--- src/rtl/imem_loader.sv ---
// Program loader: turns a length-prefixed byte stream into big-endian 32-bit words
// written to the instruction memory, holding the CPU in reset until the image is complete.
module imem_loader #(
   parameter int ADDR_W = 8
) (
   input  logic              clk,
   input  logic              reset,
   input  logic              start,
   input  logic [7:0]        in_data,
   input  logic              in_valid,
   output logic              in_ready,
   output logic              mem_we,
   output logic [ADDR_W-1:0] mem_addr,
   output logic [31:0]       mem_wdata,
   output logic              cpu_hold,
   output logic              done,
   output logic              err
);

   typedef enum logic [2:0] {IDLE, HDR_HI, HDR_LO, DATA, DONE, ERR} state_e;

   localparam logic [16:0] DEPTH = 17'(1) << ADDR_W;

   state_e            state_q, state_d;
   logic [15:0]       cnt_q, cnt_d;
   logic [15:0]       widx_q, widx_d;
   logic [1:0]        bidx_q, bidx_d;
   logic [31:0]       shift_q, shift_d;
   logic              last_q, last_d;
   logic              we_q, we_d;
   logic [ADDR_W-1:0] addr_q, addr_d;
   logic [31:0]       wdata_q, wdata_d;
   logic              xfer;

   always_ff @(posedge clk or negedge reset) begin
      if (!reset) begin
         state_q <= IDLE;
         cnt_q   <= '0;
         widx_q  <= '0;
         bidx_q  <= '0;
         shift_q <= '0;
         last_q  <= 1'b0;
         we_q    <= 1'b0;
         addr_q  <= '0;
         wdata_q <= '0;
      end else begin
         state_q <= state_d;
         cnt_q   <= cnt_d;
         widx_q  <= widx_d;
         bidx_q  <= bidx_d;
         shift_q <= shift_d;
         last_q  <= last_d;
         we_q    <= we_d;
         addr_q  <= addr_d;
         wdata_q <= wdata_d;
      end
   end

   // last_q marks the write cycle of the final word: no more bytes are taken then.
   assign in_ready = (state_q == HDR_HI) || (state_q == HDR_LO) ||
                     ((state_q == DATA) && !last_q);
   assign xfer     = in_valid && in_ready;

   always_comb begin
      state_d = state_q;
      cnt_d   = cnt_q;
      widx_d  = widx_q;
      bidx_d  = bidx_q;
      shift_d = shift_q;
      last_d  = last_q;
      we_d    = 1'b0;
      addr_d  = addr_q;
      wdata_d = wdata_q;
      unique case (state_q)
         IDLE: begin
            if (start) state_d = HDR_HI;
         end
         HDR_HI: begin
            if (xfer) begin
               cnt_d[15:8] = in_data;
               state_d     = HDR_LO;
            end
         end
         HDR_LO: begin
            if (xfer) begin
               cnt_d  = {cnt_q[15:8], in_data};
               widx_d = '0;
               bidx_d = '0;
               last_d = 1'b0;
               if (cnt_d == 16'd0)              state_d = DONE;
               else if ({1'b0, cnt_d} > DEPTH) state_d = ERR;
               else                             state_d = DATA;
            end
         end
         DATA: begin
            if (last_q) begin
               last_d  = 1'b0;
               state_d = DONE;
            end else if (xfer) begin
               shift_d = {shift_q[23:0], in_data};
               bidx_d  = bidx_q + 2'd1;
               if (bidx_q == 2'd3) begin
                  we_d    = 1'b1;
                  addr_d  = widx_q[ADDR_W-1:0];
                  wdata_d = {shift_q[23:0], in_data};
                  widx_d  = widx_q + 16'd1;
                  if (widx_q == cnt_q - 16'd1) last_d = 1'b1;
               end
            end
         end
         DONE: begin
            if (start) state_d = HDR_HI;
         end
         ERR: begin
            if (start) state_d = HDR_HI;
         end
         default: state_d = IDLE;
      endcase
   end

   assign mem_we    = we_q;
   assign mem_addr  = addr_q;
   assign mem_wdata = wdata_q;
   assign done      = (state_q == DONE);
   assign err       = (state_q == ERR);
   assign cpu_hold  = (state_q != DONE);

endmodule
--- config.mk ---
export PLATFORM = sky130hd
export DESIGN_NAME = imem_loader
export DESIGN_NICKNAME = d
export VERILOG_FILES = /design/src/rtl/imem_loader.sv
export SDC_FILE = /design/constraint.sdc
export NUM_CORES = 1
export LEC_CHECK = 0
export CAP_MARGIN = 25
export CORE_MARGIN = 4
export CORE_UTILIZATION = 55
export DETAILED_ROUTE_END_ITERATION = 10
export PLACE_DENSITY = 0.8
export SETUP_SLACK_MARGIN = 0.1
export SYNTH_ARGS = -nofsm -noshare
export SYNTH_HDL_FRONTEND = slang
export SYNTH_SLANG_ARGS = --single-unit
export TNS_END_PERCENT = 100
--- constraint.sdc ---
create_clock -name clk -period 3.7 [get_ports clk]
set_clock_uncertainty 0.15 [all_clocks]
set_input_delay 0.925 -clock clk [delete_from_list [all_inputs] [get_ports clk]]
set_output_delay 0.925 -clock clk [all_outputs]
set_load 0.1 [all_outputs]
# --- Word level (Yosys, flattened, before mapping) ---
# Cells that the tools add are included.
word_totals:
  regBits: 103
  inputBits: 12
  out_inout_bits: 45
  wordCells: 76
op_classes:
  addsub: 3
  n_lt_le_gt_ge: 1
  eq_ne: 15
  muxes: 28
  n_bitwise: 2
  n_reduce_logical: 17
ops:
  columns: ["cell", "count"]
  rows:
  - ["16-bit two-way mux", 4]
  - ["16-bit one-hot mux with 2 select lines", 1]
  - ["3-bit two-way mux", 6]
  - ["16-bit by 1-bit adder with 16-bit output, second input constant", 1]
  - ["16-bit == test", 1]
  - ["16-bit by 9-bit greater-than comparator with 1-bit output, second input constant", 1]
  - ["16-bit zero test", 1]
  - ["8-bit one-hot mux with 2 select lines", 1]
  - ["16-bit by 1-bit subtractor with 16-bit output, second input constant", 1]
  - ["3-bit one-hot mux with 4 select lines", 1]
  - ["4-bit AND reduction", 3]
  - ["2-bit inequality test, second input constant", 5]
  - ["1-bit two-way mux", 9]
  - ["8-bit two-way mux", 1]
  - ["3-bit by 2-bit == test with 1-bit output, second input constant", 2]
  - ["3-bit == test, second input constant", 2]
  - ["2-bit two-way mux", 3]
  - ["3-bit AND reduction", 2]
  - ["5-bit AND reduction", 1]
  - ["2-bit by 1-bit inequality test with 1-bit output, second input constant", 2]
  - ["2-bit one-hot mux with 2 select lines", 1]
  - ["2-bit AND reduction", 2]
  - ["3-bit by 1-bit == test with 1-bit output, second input constant", 1]
  - ["3-bit zero test", 1]
  - ["other kinds (10)", 13]

# --- Depth between registers and ports, before layout ---
# Gate-level depths: netlist of run 1.
depth:
  depth_word: 7
  ltp_mapped: 8
  depth_no_buf: 8

# --- Least setup slack after synthesis of run 1 ---
# OpenSTA, ideal clock, no wires.
synth_path:
  path_kind: "reg2out"
  startpoint: "reg state_q[0]"
  endpoint: "out done"
  arrival_ns: 2.031
  t_required_ns: 2.625
  slack_ns: 0.594
  stages_incl_launch_ff: 4
  path_buffers: 1
  cell_sequence: "dfrtp_1 > buf_2 > or3b_2 > inv_1"
synth_via:
  elab_chain_cells: 1
synth_lines:
  columns: ["item", "line", "rtl"]
  rows:
  - ["start: declaration", "24", "state_e state_q, state_d;"]
  - ["start signal: assignment", "47", "state_q <= state_d;"]
  - ["3-bit == test", "124", "assign done = (state_q == DONE);"]
  - ["end: declaration", "16", "output logic done,"]
# Every way passes these cells.

# --- Worst setup path after layout of run 1 ---
layout_path:
  startpoint: "reg state_q[1]"
  endpoint: "out done"
# Same word-level chain as after synthesis.

==> results of run 1 <==
critical path, cell delays in order, from the launching register on:
cell and delay (ns):
dfrtp_1 0.56, or3b_2 0.52, inv_1 0.07, buf_4 0.28
logic make-up after synthesis:
group / share of synthesized area (%)
xor gates and xnor gates: 5.56
muxes: 18.8
and+or+nand+nor: 12.9
DFF: 54.5
adders and majority gates: 0.794
buffers and inverters: 2.25
AOI/OAI and AO/OA: 5.29
metal layers:
layer  wire length, um  GRT usage (%)  vias to the layer above
met5                 0              0                        -
met4               132           7.36                        0
met3               292           3.60                       12
met2              4400           30.6                       53
met1              4250           27.5                     1575
li1                  -              -                     1486
cell usage in the layout, fill, tap and decap left out, drive strengths merged, types with 2 or more instances in the layout:
cell	instances
dfrtp	103
mux2	77
buf	52
nor2	29
nand2	16
xor2	15
xnor2	15
o21ai	14
a21oi	11
inv	11
nand3	10
clkdlybuf4s50	10
clkbuf	9
nand4	8
or3	7
nor3	6
nand2b	4
nor4	4
and3	4
ha	3
clkinvlp	3
nor3b	3
and3b	2
mux2i	2
nor2b	2
nand3b	2
and2	2
o311ai	2
a21o	2
a31oi	2
or2	2
clkinv	2
final cells by class:
class                      count  area (sq um)
clock buffer                   9           124
sequential                   103          2580
tap                          105           131
multi-input combinational    260          2050
inverter                       9          33.8
timing repair buffer          62           503
fill                         603          2810
clock inverter                 7          66.3
through the flow:
stage	hold slack [ns]	std cells	total power, W	setup WS, ns	instance area (sq um)
2_1_floorplan	0.296	387	0.00350	0.594	4730
3_3_place_gp	0.310	539	0.00393	0.664	5300
3_5_place_dp	0.326	539	0.00400	0.608	5300
4_1_cts	0.340	555	0.00467	0.788	5490
5_1_grt	0.344	555	0.00491	0.709	5490
6_report	0.345	555	0.00464	0.813	5490
worst max path at each step:
stage	cells past startpoint	start	slack [ns]	end
finish	3	state_q[1]	0.81	done
global route	3	state_q[1]	0.71	done
CTS	3	state_q[0]	0.79	done
global placement	7	in_valid	0.66	widx_q[14]
detailed placement	6	in_valid	0.61	widx_q[10]
floorplan	3	state_q[0]	0.59	done
state kept, by name, summed over array words and instances, names as in the netlist:
| signal | flops |
|---|---|
| cnt_q | 16 |
| mem_addr | 8 |
| last_q | 1 |
| mem_we | 1 |
| bidx_q | 2 |
| state_q | 3 |
| shift_q | 24 |
| mem_wdata | 32 |
| widx_q | 16 |
power groups by stage:
stage,clock [W],combinational (W),sequential (W)
floorplan,0,0.000917,0.00258
global placement,0,0.00207,0.00186
detailed placement,0,0.00211,0.00189
CTS,0.000689,0.00212,0.00186
global route,0.000734,0.00224,0.00194
finish,0.000672,0.00210,0.00187
==> impl_metrics.toml, run 1 <==
[place]
port-buffer-count = 56
place_hpwl_mm = 6.45
globalplace.congestion = 0.883

[synth]
synth-seq-cells = 103
avgSynthCellArea_sq_um = 12.2
yosys-top-cells-count = "103 x dfrtp_1, 44 x mux2_1, 33 x mux2_2"
async_reset_ff_share_pct = 100
ys.flop_type = "dfrtp_1"
synth_cell_type_count = 53
synth-edff-count = 0
yosysMostFrequentCell = "dfrtp_1"
yosysSeqAreaShare_pct = 54.5
synthCells = 387
syn_area_sq_um = 4730
yosysTopAreaCell = "dfrtp_1"
synth_top_area_share_pct = 54.5
ys_warn_count = 0
synth.area.top_cells = "dfrtp_1 54%, mux2_1 10%, mux2_2 7.9%, xnor2_1 2.8%, xor2_1 2.8%"
syn_nets = 402

[job]
drv_cap = 0

[global_route]
grt-ovfl-total = 0
grt_max_degree = 46
antenna_found_initial = 0
grt_first_pass_wirelength_mm = 15.6
grt_pass1_vias = 3182
grt.total_usage_pct = 19.6

[floorplan]
start_util_pct = 57.0
die_h_um = 101
row_count = 33
io_pins = 57
die_area_sq_um = 10100
chipWidth_um = 101
core_area_sq_um = 8300

[sta]
tightest_slew_ns = 0.657
tns_ns = 0
rsz0062_at_grt = "false"
period_needed_ns = 2.89
fin_crit_sh_pct = 78.0
setup_viol = 0
hold_violations = 0
slew_violations = 0
fmax_mhz = 346
relSlewSlack_pct = 56.0

[worst_hold_path]
min_path_type = "reg2reg"
worstHoldEndpoint = "mem_addr[6]"
hp-start = "mem_addr[6]"
holdPathStages = 1

[worst_setup_path]
startpoint_type = "flip-flop"
crit_type = "reg2out"
cp_max_fo = 17
reg2reg_depth = 6
endpoint_kind = "output port"
regToRegStartpoint = "cnt_q[5]"
critPathRequiredTime_ns = 2.62
arrival_ns = 1.81
r2r_slack_ns = 1.32
reg2reg_to = "last_q"

[power_and_ir_drop]
powerDensity_nw_per_um2 = 846
swShare_pct = 48.0
cell_internal_pwr_w = 0.00241
clkPwrFrac_pct = 14.5
comb_power_share_pct = 45.3
switching_power_w = 0.00223
seqPwrFrac_pct = 40.2
p_leak_nw = 2.60
peakVddDrop_mv = 0.498

[clock_tree]
insertion_delay_ns = 0.37
ctsHoldBuffers = 0
clockBufferDepth = 2
cts_setup_buffers = 0
cts_resized = 0
ctsHtreeMaxLevel = 3
cts_root_buf = "clkbuf_8"
cts_sinks = 103
cts_made_buffers = 9
clkTransAtPathRegs_ns = 0.11
cts_tree = "yes"

[route]
route.detailed.drc = 0
dr.pass1.iters = 4
via_per_inst = 5.63
drt_iter0_markers = 173
antenna_left = 0
routed_wl_mm = 9.07
vias = 3126
wl_per_cell_um = 16.3

[run_status]
status = "finished, final reports clean"

[final_layout]
drive_gt1_share_pct = 24.9
area_growth_pct = 16.0
diodes = 0
nets = 460
fin_util_pct = 66.1
Power figures use the tool's default switching activity.
==> inputs of run 2 (changes only) <==
--- a/config.mk
+++ b/config.mk
@@ -7,9 +7,9 @@
 export LEC_CHECK = 0
 export CAP_MARGIN = 25
 export CORE_MARGIN = 4
-export CORE_UTILIZATION = 55
+export CORE_UTILIZATION = 50
 export DETAILED_ROUTE_END_ITERATION = 10
-export PLACE_DENSITY = 0.8
+export PLACE_DENSITY = 0.77
 export SETUP_SLACK_MARGIN = 0.1
 export SYNTH_ARGS = -nofsm -noshare
 export SYNTH_HDL_FRONTEND = slang
==> constraint.sdc (replaced) <==
create_clock -name clk -period 2.4 [get_ports clk]
set_clock_uncertainty 0.15 [all_clocks]
set_input_delay 0.6 -clock clk [delete_from_list [all_inputs] [get_ports clk]]
set_output_delay 0.6 -clock clk [all_outputs]
set_load 0.1 [all_outputs]
==> run 2 against run 1 <==
Net effect: clock power increased by 61%; non-clock buffer count up 26; first-iteration DRC count grew 2.9%; largest power group unchanged; setup slack got worse by 0.63 ns; die area is 9.2% higher; critical path type is now reg2reg.
==> impl_metrics.toml, run 2 (synthesis results as in run 1) <==
[run_status]
status = "finished, final reports clean"

[clock_tree]
cts_tree = "yes"
ctsHoldBuffers = 0
insertion_delay_ns = 0.37
cts_root_buf = "clkbuf_8"
clkTransAtPathRegs_ns = 0.10
cts_sinks = 103
cts_made_buffers = 9
ctsHtreeMaxLevel = 3
clockBufferDepth = 2

[worst_setup_path]
critPathRequiredTime_ns = 2.51
cp_max_fo = 3
arrival_ns = 2.32
crit_type = "reg2reg"
startpoint_type = "flip-flop"
setup.worst_path.start = "cnt_q[13]"
reg2reg_depth = 6
endpoint_kind = "flip-flop"
regToRegStartpoint = "cnt_q[13]"

[route]
wl_per_cell_um = 16.0
antenna_left = 0
route.detailed.drc = 0
dr.pass1.iters = 4
drt_iter0_markers = 178
vias = 3297
met3WireLength_um = 320
top_layer = "met4"
routed_wl_mm = 9.67
wl_met1_mm = 4.41
via_per_inst = 5.45
met2_length_mm = 4.88

[place]
dp_cells = 585
placed_area_sq_um = 5580
dp_slack_ns = -0.173
port-buffer-count = 56
globalplace.congestion = 0.859
place_hpwl_mm = 6.82

[final_layout]
fin_util_pct = 63.4
nFillCells = 723
final_common_cell = "dfrtp_1"
seqCellArea_sq_um = 2580
post-route-cell-area_sq_um = 5860
mostFrequentLayoutCells = "101 x dfrtp_1, 70 x buf_4, 44 x mux2_1"
drive_gt1_share_pct = 30.9
final_cells = 605
multi_input_comb_area_sq_um = 2100
nets = 486
largest_reg_flops = 32
area_growth_pct = 23.9
diodes = 0

[floorplan]
start_util_pct = 51.2
die_h_um = 105
row_count = 35
chipWidth_um = 105
die_area_sq_um = 11100
core_area_sq_um = 9240
io_pins = 57

[sta]
fmax_mhz = 452
period_needed_ns = 2.21
slew_violations = 0
tightest_slew_ns = 0.657
rsz0062_at_grt = "true"
setup_viol = 0
relSlewSlack_pct = 56.2
setup_slack_ns = 0.188
hold_violations = 0
fin_crit_sh_pct = 92.2

[global_route]
grt_max_degree = 51
antenna_found_initial = 0
grt_first_pass_wirelength_mm = 16.6
grt-ovfl-total = 0
grt_pass1_vias = 3361
grt.total_usage_pct = 18.4

[power_and_ir_drop]
p_leak_nw = 2.77
peakVddDrop_mv = 1.04
powerDensity_nw_per_um2 = 1290

[worst_hold_path]
min_path_type = "in2async"

[job]
drv_cap = 0
-- run 2: final timing paths --
kind | to | slack [ns]
worst max register to register | state_q[2] | 0.19
worst min-delay path | cnt_q[4] | 0.1
min in group clk | bidx_q[0] | 0.34
worst max-delay path | state_q[2] | 0.19
max in group asynchronous | state_q[2] | 1.42
worst min register to register | bidx_q[0] | 0.34
-- run 2: critical path, cell delays in order, from the launching register on --
cell and delay (ns):
dfrtp_1 0.41, or3_1 0.42, or3_4 0.36, or3_4 0.35, nor3_2 0.19, nor3_1 0.07, a21o_1 0.15
-- run 2: repair_timing --
action / in CTS / in global routing
pin swaps: 0 / 3
gates cloned: 0 / 0
resized for setup: 2 / 9
setup endpoints to repair: 2 / 7
setup buffers: 1 / 3
-- run 2: area by class of cell --
class	instances	area share, %
Inverter	9	0.641
Timing Repair Buffer	88	13.4
Sequential cell	103	44.0
Clock inverter	6	1.05
Tap cell	129	2.75
Multi-Input combinational cell	260	35.8
Clock buffer	10	2.35
-- run 2: power breakdown --
group	internal, W	total [W]	switching [W]
logic	0.00128	0.00369	0.00241
clock network	0.000434	0.00108	0.000647
registers	0.00230	0.00278	0.000484
total	0.00401	0.00755	0.00354
-- run 2: through the flow --
stage | power [W] | setup TNS (ns) | hold WS (ns)
finish | 0.00755 | 0 | 0.0978
CTS | 0.00750 | 0 | 0.117
global route | 0.00795 | 0 | 0.136
detailed placement | 0.00639 | -0.824 | 0.323
global placement | 0.00630 | -0.468 | 0.310
floorplan | 0.00541 | -0.149 | 0.154
-- run 2: layer usage --
| metal | global-route usage, % | up-vias |
|---|---|---|
| met4 | 5.34 | 0 |
| li1 | - | 1552 |
| met3 | 2.76 | 4 |
| met5 | 0 | - |
| met2 | 30.5 | 75 |
| met1 | 25.3 | 1666 |
==> inputs of run 3 (changes only) <==
--- a/config.mk
+++ b/config.mk
@@ -6,10 +6,10 @@
 export NUM_CORES = 1
 export LEC_CHECK = 0
 export CAP_MARGIN = 25
-export CORE_MARGIN = 4
 export CORE_UTILIZATION = 50
 export DETAILED_ROUTE_END_ITERATION = 10
 export PLACE_DENSITY = 0.77
+export REMOVE_ABC_BUFFERS = 1
 export SETUP_SLACK_MARGIN = 0.1
 export SYNTH_ARGS = -nofsm -noshare
 export SYNTH_HDL_FRONTEND = slang
==> run 3 against run 2 <==
Net effect: non-clock buffer count decreased by 5; combinational power shrank 3%; clock-buffer cell count down 1; largest power group unchanged.
==> impl_metrics.toml, run 3 (synthesis results as in run 1) <==
[run_status]
status = "finished, final reports clean"

[final_layout]
nets = 481
seqCellArea_sq_um = 2580
nFillCells = 715
final_common_cell = "dfrtp_1"
diodes = 0
largest_reg_flops = 32
area_growth_pct = 21.7
drive_gt1_share_pct = 29.1
post-route-cell-area_sq_um = 5750
mostFrequentLayoutCells = "102 x dfrtp_1, 65 x buf_4, 44 x mux2_1"
multi_input_comb_area_sq_um = 2090

[worst_setup_path]
endpoint_kind = "flip-flop"
cp_max_fo = 6
regToRegStartpoint = "cnt_q[12]"
r2r_slack_ns = 0.21
reg2reg_to = "last_q"
startpoint_type = "primary input"
reg2reg_depth = 6
arrival_ns = 2.39
critPathRequiredTime_ns = 2.53
crit_type = "in2reg"

[place]
port-buffer-count = 56
place_hpwl_mm = 6.92
placed_area_sq_um = 5510
globalplace.congestion = 0.866

[sta]
tns_ns = 0
hold_violations = 0
fmax_mhz = 443
rsz0062_at_grt = "true"
whs_ns = 0.0343
setup_viol = 0
period_needed_ns = 2.26
relSlewSlack_pct = 65.8
slew_violations = 0
fin_crit_sh_pct = 94.2
tightest_slew_ns = 0.514

[floorplan]
row_count = 35
chipWidth_um = 99.3
io_pins = 57
die_h_um = 99.3
die_area_sq_um = 9850
core_area_sq_um = 9200
start_util_pct = 51.4

[global_route]
grt_max_degree = 41
grt_first_pass_wirelength_mm = 15.9
grt-ovfl-total = 0
antenna_found_initial = 0
grt.total_usage_pct = 20.7
grt_pass1_vias = 3191

[worst_hold_path]
min_path_type = "in2async"

[power_and_ir_drop]
peakVddDrop_mv = 0.865
powerDensity_nw_per_um2 = 1280
p_leak_nw = 2.74

[job]
drv_cap = 0

[clock_tree]
ctsHoldBuffers = 0
cts_made_buffers = 9
clkTransAtPathRegs_ns = 0.10
cts_root_buf = "clkbuf_8"
cts_tree = "yes"
cts_sinks = 103
insertion_delay_ns = 0.37
ctsHtreeMaxLevel = 3
clockBufferDepth = 2

[route]
dr.pass1.iters = 4
vias = 3230
antenna_left = 0
routed_wl_mm = 9.52
route.detailed.drc = 0
via_per_inst = 5.56
drt_iter0_markers = 171
wl_per_cell_um = 16.4
==> run 3: changes by cell type in the layout (fill, tap and decap cells not counted), sizes merged <==
cell and change:
clkinv -1, buf -5, inv +1, clkbuf -1
==> run 3: worst max-delay path, cell delays in order <==
cell	delay [ns]
clkdlybuf4s50_1	0.49
buf_4	0.14
nor2_1	0.09
nor4_1	0.35
o2111ai_1	0.17
a21oi_1	0.22
nand4_1	0.13
o31ai_1	0.20
==> run 3: metrics by stage <==
step / power, W / instances / setup WS [ns] / utilization (%)
floorplan: 0.00536 / 372 / -0.402 / -
global placement: 0.00621 / 563 / -0.0664 / 59.9
CTS: 0.00736 / 579 / 0.103 / 62.1
detailed placement: 0.00631 / 563 / -0.153 / 59.9
finish: 0.00739 / 581 / 0.140 / 62.6
global route: 0.00778 / 581 / 0.0644 / 62.6
==> run 3: cell type report <==
type / instances / share of cell area (%)
sequential: 103 / 44.8
inverter: 9 / 0.587
tap: 111 / 2.41
timing repair buffer: 83 / 12.9
clock inverter: 6 / 0.913
clock buffer: 9 / 2.15
multi-input combinational: 260 / 36.3
==> run 3: worst max-delay path by stage <==
stage,start,to,slack (ns),depth (start not counted)
after floorplan,state_q[0],last_q,-0.40,6
after global placement,in_valid,last_q,-0.07,8
after detailed placement,in_valid,last_q,-0.15,8
after CTS,state_q[0],done,0.10,3
after global routing,cnt_q[1],last_q,0.06,8
final,in_valid,last_q,0.14,8
==> run 3: report_power, final <==
group          switching (W)  internal (W)  leakage [nW]
clock               0.000614      0.000390        0.0895
sequential          0.000513       0.00230          1.35
combinational        0.00235       0.00122          1.30
total                0.00348       0.00391          2.74
==> run 3: per-layer routing <==
metal / routed length [um] / track usage, %
met2: 4710 / 33.5
met3: 339 / 4.64
met5: 0 / 0
met1: 4310 / 27.9
met4: 156 / 6.56
==> run 3: timing repair <==
action | CTS | global route
gates resized for setup | 4 | 7
buffers inserted | 1 | 2
pin swaps | 0 | 1
endpoints found under the setup margin | 3 | 3
